<file path="config.mk">
export PLATFORM = sky130hd
export DESIGN_NAME = systolic
export DESIGN_NICKNAME = d
export VERILOG_FILES = /design/src/rtl/systolic_pkg.sv /design/src/rtl/systolic_pe.sv /design/src/rtl/systolic.sv
export SDC_FILE = /design/constraint.sdc
export NUM_CORES = 2
export LEC_CHECK = 0
export ABC_AREA = 1
export BUFFER_PORTS_ARGS = -buffer_cell sky130_fd_sc_hd__buf_2
export CAP_MARGIN = 20
export CORE_MARGIN = 3
export CORE_UTILIZATION = 25
export CTS_CLUSTER_SIZE = 16
export DETAILED_ROUTE_END_ITERATION = 8
export PLACE_DENSITY = 0.43
export REMOVE_ABC_BUFFERS = 1
export SLEW_MARGIN = 30
export SYNTH_ARGS = -nofsm -noshare
export SYNTH_HDL_FRONTEND = slang
export SYNTH_SLANG_ARGS = --single-unit
export TNS_END_PERCENT = 100
</file>
<file path="constraint.sdc">
create_clock -name clk -period 13.07 [get_ports clk]
set_input_delay 1.307 -clock clk [delete_from_list [all_inputs] [get_ports clk]]
set_output_delay 1.307 -clock clk [all_outputs]
set_load 0.1 [all_outputs]
</file>
<file path="src/rtl/systolic_pkg.sv">
// Shared fixed-point definitions for the 2x2 systolic array (signed Q8.8).
package systolic_pkg;

  localparam int DATA_W = 16;
  localparam int FRAC_W = 8;

  typedef logic signed [DATA_W-1:0] fixed16_t;

  function automatic fixed16_t to_fixed(input int value);
    return fixed16_t'(value <<< FRAC_W);
  endfunction

  function automatic int from_fixed(input fixed16_t value);
    return int'(value) >>> FRAC_W;
  endfunction

endpackage

</file>
<file path="src/rtl/systolic_pe.sv">
// Single MAC cell: double-buffered weight, forwards activation/valid/switch/weight.
module pe
  import systolic_pkg::*;
#(
  parameter int DATA_W = systolic_pkg::DATA_W,
  parameter int FRAC_W = systolic_pkg::FRAC_W
) (
  input  logic              clk,
  input  logic              rst,
  input  logic              i_enable,
  input  logic [DATA_W-1:0] i_input,
  input  logic              i_valid,
  input  logic [DATA_W-1:0] i_psum,
  input  logic [DATA_W-1:0] i_weight,
  input  logic              i_accept,
  input  logic              i_switch,
  output logic [DATA_W-1:0] o_input,
  output logic              o_valid,
  output logic [DATA_W-1:0] o_psum,
  output logic [DATA_W-1:0] o_weight,
  output logic              o_switch
);

  logic [DATA_W-1:0]   weight_reg_inactive;
  logic [DATA_W-1:0]   weight_reg_active;
  logic [DATA_W-1:0]   pe_psum_out;
  logic [DATA_W-1:0]   pe_input_out;
  logic                r_valid_out;
  logic                r_switch_out;

  logic [2*DATA_W-1:0] w_prod;
  logic [DATA_W-1:0]   w_term;
  logic [DATA_W-1:0]   w_sum;
  logic                w_unused_prod;

  // Arithmetic shift then truncation keeps exactly this slice of the product.
  assign w_prod        = $signed(i_input) * $signed(weight_reg_active);
  assign w_term        = w_prod[FRAC_W +: DATA_W];
  assign w_sum         = i_psum + w_term;
  assign w_unused_prod = ^{w_prod[2*DATA_W-1:FRAC_W+DATA_W], w_prod[FRAC_W-1:0]};

  always_ff @(posedge clk) begin
    if (rst) begin
      weight_reg_inactive <= '0;
      weight_reg_active   <= '0;
      pe_psum_out         <= '0;
      pe_input_out        <= '0;
      r_valid_out         <= 1'b0;
      r_switch_out        <= 1'b0;
    end else begin
      if (i_accept) weight_reg_inactive <= i_weight;
      if (i_switch) weight_reg_active   <= weight_reg_inactive;
      r_switch_out <= i_switch;
      if (i_valid) begin
        pe_input_out <= i_input;
        r_valid_out  <= i_enable;
        pe_psum_out  <= i_enable ? w_sum : '0;
      end else begin
        pe_input_out <= '0;
        r_valid_out  <= 1'b0;
        pe_psum_out  <= '0;
      end
    end
  end

  assign o_input  = pe_input_out;
  assign o_valid  = r_valid_out;
  assign o_psum   = pe_psum_out;
  assign o_weight = weight_reg_inactive;
  assign o_switch = r_switch_out;

endmodule

</file>
<file path="src/rtl/systolic.sv">
// 2x2 weight-stationary systolic array; activations flow right, psums flow down.
module systolic
  import systolic_pkg::*;
#(
  parameter int DATA_W = systolic_pkg::DATA_W,
  parameter int FRAC_W = systolic_pkg::FRAC_W
) (
  input  logic              clk,
  input  logic              rst,
  input  logic [15:0]       ub_rd_col_size_in,
  input  logic              ub_rd_col_size_valid_in,
  input  logic [DATA_W-1:0] sys_data_in_1x,
  input  logic [DATA_W-1:0] sys_data_in_2x,
  input  logic              sys_start,
  input  logic [DATA_W-1:0] sys_weight_in_x1,
  input  logic [DATA_W-1:0] sys_weight_in_x2,
  input  logic              sys_accept_w_1,
  input  logic              sys_accept_w_2,
  input  logic              sys_switch_in,
  output logic [DATA_W-1:0] sys_data_out_x1,
  output logic [DATA_W-1:0] sys_data_out_x2,
  output logic              sys_valid_out_x1,
  output logic              sys_valid_out_x2
);

  logic [15:0]       r_col_size;
  logic              w_en1, w_en2;

  logic [DATA_W-1:0] w_in11, w_psum11, w_wt11;
  logic              w_val11, w_sw11;
  logic [DATA_W-1:0] w_in21, w_psum12, w_wt12;
  logic              w_val21, w_sw12;

  logic [DATA_W-1:0] w_unused_in12, w_unused_in22, w_unused_wt21, w_unused_wt22;
  logic              w_unused_val12, w_unused_sw21, w_unused_sw22;

  always_ff @(posedge clk) begin
    if (rst)                          r_col_size <= '0;
    else if (ub_rd_col_size_valid_in) r_col_size <= ub_rd_col_size_in;
  end

  assign w_en1 = (r_col_size >= 16'd1);
  assign w_en2 = (r_col_size >= 16'd2);

  pe #(.DATA_W(DATA_W), .FRAC_W(FRAC_W)) pe11 (
    .clk(clk), .rst(rst), .i_enable(w_en1),
    .i_input(sys_data_in_1x), .i_valid(sys_start), .i_psum('0),
    .i_weight(sys_weight_in_x1), .i_accept(sys_accept_w_1), .i_switch(sys_switch_in),
    .o_input(w_in11), .o_valid(w_val11), .o_psum(w_psum11),
    .o_weight(w_wt11), .o_switch(w_sw11)
  );

  pe #(.DATA_W(DATA_W), .FRAC_W(FRAC_W)) pe12 (
    .clk(clk), .rst(rst), .i_enable(w_en2),
    .i_input(w_in11), .i_valid(w_val11), .i_psum('0),
    .i_weight(sys_weight_in_x2), .i_accept(sys_accept_w_2), .i_switch(w_sw11),
    .o_input(w_unused_in12), .o_valid(w_unused_val12), .o_psum(w_psum12),
    .o_weight(w_wt12), .o_switch(w_sw12)
  );

  pe #(.DATA_W(DATA_W), .FRAC_W(FRAC_W)) pe21 (
    .clk(clk), .rst(rst), .i_enable(w_en1),
    .i_input(sys_data_in_2x), .i_valid(w_val11), .i_psum(w_psum11),
    .i_weight(w_wt11), .i_accept(sys_accept_w_1), .i_switch(w_sw11),
    .o_input(w_in21), .o_valid(w_val21), .o_psum(sys_data_out_x1),
    .o_weight(w_unused_wt21), .o_switch(w_unused_sw21)
  );

  // Row-2 valid comes from pe11 rather than pe21's own feed, hence the caller skew.
  pe #(.DATA_W(DATA_W), .FRAC_W(FRAC_W)) pe22 (
    .clk(clk), .rst(rst), .i_enable(w_en2),
    .i_input(w_in21), .i_valid(w_val21), .i_psum(w_psum12),
    .i_weight(w_wt12), .i_accept(sys_accept_w_2), .i_switch(w_sw12),
    .o_input(w_unused_in22), .o_valid(sys_valid_out_x2), .o_psum(sys_data_out_x2),
    .o_weight(w_unused_wt22), .o_switch(w_unused_sw22)
  );

  assign sys_valid_out_x1 = w_val21;

endmodule

</file>
==> results.py <==
metrics = {
    "grt": {
        "grt_use_total_pct": 14.7,
        "overflow": 0,
        "grt_pass1_vias": 33100,
        "antenna_found_initial": 9,
        "use_met3_pct": 1.73,
        "top_usage_layer": "met2",
        "met2_usage_pct": 23.8,
        "grt.met1_usage_pct": 21.2,
        "grt_pass1_wl_um": 193000,
        "grt_max_degree": 77,
    },
    "synth": {
        "synth_edf_count": 0,
        "syn_area_per_cell_um2": 7.58,
        "synth-seq-cells": 245,
        "synth_area_um2": 40300,
        "synth.most_common_cell": "inv_1",
        "synth_cells": 5318,
        "synth_top_area_cell": "fa_1",
        "synthTopCellsByArea": "fa_1 37%, inv_1 14%, dfxtp_1 12%",
        "synth_seq_area_share_pct": 12.2,
        "synthFlopType": "dfxtp_1",
        "synth_top_area_share_pct": 37.0,
        "synth_common_cells": "1500 x inv_1, 1187 x nand2_1, 746 x fa_1",
        "ys_async_sr_fraction_pct": 0,
        "yosys_warnings": 0,
        "synth_cell_types": 42,
    },
    "timing": {
        "setup_viol": 0,
        "finClkSkew_ns": 0.0197,
        "rsz0062_at_grt": "false",
        "drv_slew": 0,
        "fin_setup_tns_ns": 0,
        "max_freq_mhz": 137,
        "slew_headroom_pct": 34.3,
        "period_needed_ns": 7.33,
        "finalHoldViolCount": 0,
        "worstMarginPinSlew_ns": 0.984,
        "period_share_pct": 56.1,
    },
    "outcome": {
        "status": "finished clean",
    },
    "power": {
        "p_leak_nw": 24.1,
        "ir_drop_mv": 0.0989,
        "power_density_nw_per_um2": 104,
    },
    "cts": {
        "numCtsBuffers": 30,
        "clock-root-buffer": "clkbuf_16",
        "cts_tree": "done",
        "post_cts_buffers": 0,
        "cts_resized": 0,
        "cts_sinks": 245,
        "htreeDepth": 1,
        "clock_path_buffers": 3,
        "clock_latency_ns": 0.59,
        "cts.clk_slew.worst_paths_ns": 0.06,
        "holdBufCountCts": 0,
    },
    "critical_path": {
        "arrival_ns": 7.83,
        "critPathMaxFanout": 16,
        "cp.required_ns": 13.57,
        "crit_type": "flop to flop",
        "crit_path_end_kind": "flop",
        "cp-start-kind": "flop",
    },
    "placed_design": {
        "postPlaceCellArea_um2": 43000,
        "io_buffers": 120,
        "gp_congestion": 0.841,
        "dpl.hpwl_um": 96300,
    },
    "drt": {
        "postRouteAntennaNets": 0,
        "drt_iter0_drc": 1636,
        "drc": 0,
        "first_pass_iters": 6,
        "wl_per_cell_um": 16.3,
        "drt_wl_total_um": 121000,
        "drt-vias-per-instance": 4.21,
        "route.vias.total": 31400,
    },
    "floorplan": {
        "start_util_pct": 25.3,
        "die_y_um": 408,
        "ios": 121,
        "die_x_um": 408,
        "rows": 146,
        "core_area_um2": 159000,
        "die_area_um2": 166000,
    },
    "finish": {
        "nFillCells": 17700,
        "drive_gt1_share_pct": 4.38,
        "syn2layout_area_growth_pct": 9.18,
        "postLayoutCellArea_um2": 44000,
        "multi_input_area_um2": 28900,
        "seqCellArea_um2": 4910,
        "finalNetCount": 6420,
    },
    "flow_run": {
        "cap_viol_max_count": 0,
    },
    "min_path": {
        "hp-class": "flop to flop",
    },
}
## layout make-up
cell class,instances,share of cell area (%)
repair buffers,147,1.83
multi-input cells,3345,65.7
clock buffers,44,1.89
inverters,1506,12.9
clock inverters,12,0.444
flip-flops and latches,245,11.2
well taps,2146,6.10
diodes,10,0.0569
## cell families (layout without fill, tap and decap cells)
logic type	Yosys count	after routing	synth area share [%]
flops	245	245	12.2
buf+inv	1728	1709	16.1
simple gates	1747	1747	17.0
fa+ha+maj	1058	1058	46.7
other cells	0	10	0
xor+xnor	96	96	2.09
compound gates	444	444	5.88
## routing by layer
layer / vias up / routed length (um)
li1: 15200 / -
met1: 15600 / 59000
met2: 511 / 54900
met3: 95 / 5360
met4: 2 / 1890
met5: - / 7
## worst max-delay path, stage by stage (launching register included)
cell,delay (ns)
dfxtp_1,0.83
nand2_1,0.18
fa_1,0.54
fa_1,0.57
fa_1,0.46
fa_1,0.55
inv_1,0.05
fa_1,0.47
inv_1,0.05
fa_1,0.48
inv_1,0.04
ha_1,0.32
a21oi_1,0.24
o211ai_1,0.16
a21oi_1,0.29
o21ai_0,0.17
a21oi_1,0.19
xnor2_1,0.13
ha_1,0.40
nand2_1,0.09
nor2_1,0.14
inv_1,0.05
o211ai_1,0.31
a21oi_1,0.13
or2_2,0.29
a21oi_1,0.12
## final timing paths
path	cells after the start	startpoint	slack, ns	end
setup reg to reg	25	pe22.weight_reg_active[1]$_SDFFE_PP0P_	5.74	pe22.o_psum[13]$_SDFF_PP0_
hold reg to reg	2	r_col_size[1]$_SDFFE_PP0P_	0.45	r_col_size[1]$_SDFFE_PP0P_
setup / recovery	25	pe22.weight_reg_active[1]$_SDFFE_PP0P_	5.74	pe22.o_psum[13]$_SDFF_PP0_
hold / removal	2	r_col_size[1]$_SDFFE_PP0P_	0.45	r_col_size[1]$_SDFFE_PP0P_
## registers in the layout, indices dropped and copies added (netlist names), 16 cells and up
register / cells
pe11.o_input: 16
pe21.o_psum: 16
pe12.o_weight: 16
pe21.o_weight: 16
pe22.o_psum: 16
pe11.o_weight: 16
pe22.weight_reg_active: 16
pe21.o_input: 16
pe12.weight_reg_active: 16
pe11.o_psum: 16
pe11.weight_reg_active: 16
pe22.o_weight: 16
pe21.weight_reg_active: 16
r_col_size: 16
pe12.o_psum: 16
## report_power, final
part	leakage (nW)	internal, W	total (W)	switching, W
Clock	0.496	0.000525	0.000875	0.000350
Combinational	21.6	0.000978	0.00276	0.00179
Sequential	2.01	0.000816	0.000926	0.000111
Total	24.1	0.00232	0.00456	0.00225
## layout by cell type (no fill, tap or decap), types with 5 or more instances in the layout
cell type / count
inv_1: 1497
nand2_1: 1187
fa_1: 746
nor2_1: 407
ha_1: 312
dfxtp_1: 242
o21ai_0: 209
a21oi_1: 170
buf_2: 120
nand3_1: 70
xor2_1: 52
xnor2_1: 44
clkbuf_16: 30
buf_4: 27
or2_2: 23
a21o_1: 18
nor3_1: 17
nand4_1: 11
clkbuf_1: 11
diode_2: 10
nor4_1: 10
a31oi_1: 10
o21bai_1: 8
nand3b_1: 8
o211ai_1: 6
o21ai_1: 5
## stage by stage
step           setup slack (ns)  hold slack [ns]  instances  total power (W)  utilization, %
2_1_floorplan              6.04            0.431       5096          0.00288               -
3_3_place_gp               5.20            0.439       7389          0.00374            27.0
3_5_place_dp               5.17            0.442       7389          0.00371            27.0
4_1_cts                    5.71            0.451       7445          0.00464            27.6
5_1_grt                    5.12            0.502       7447          0.00505            27.6
6_report                   5.74            0.449       7455          0.00456            27.6
Note: power is estimated with default switching activity, not from simulation.
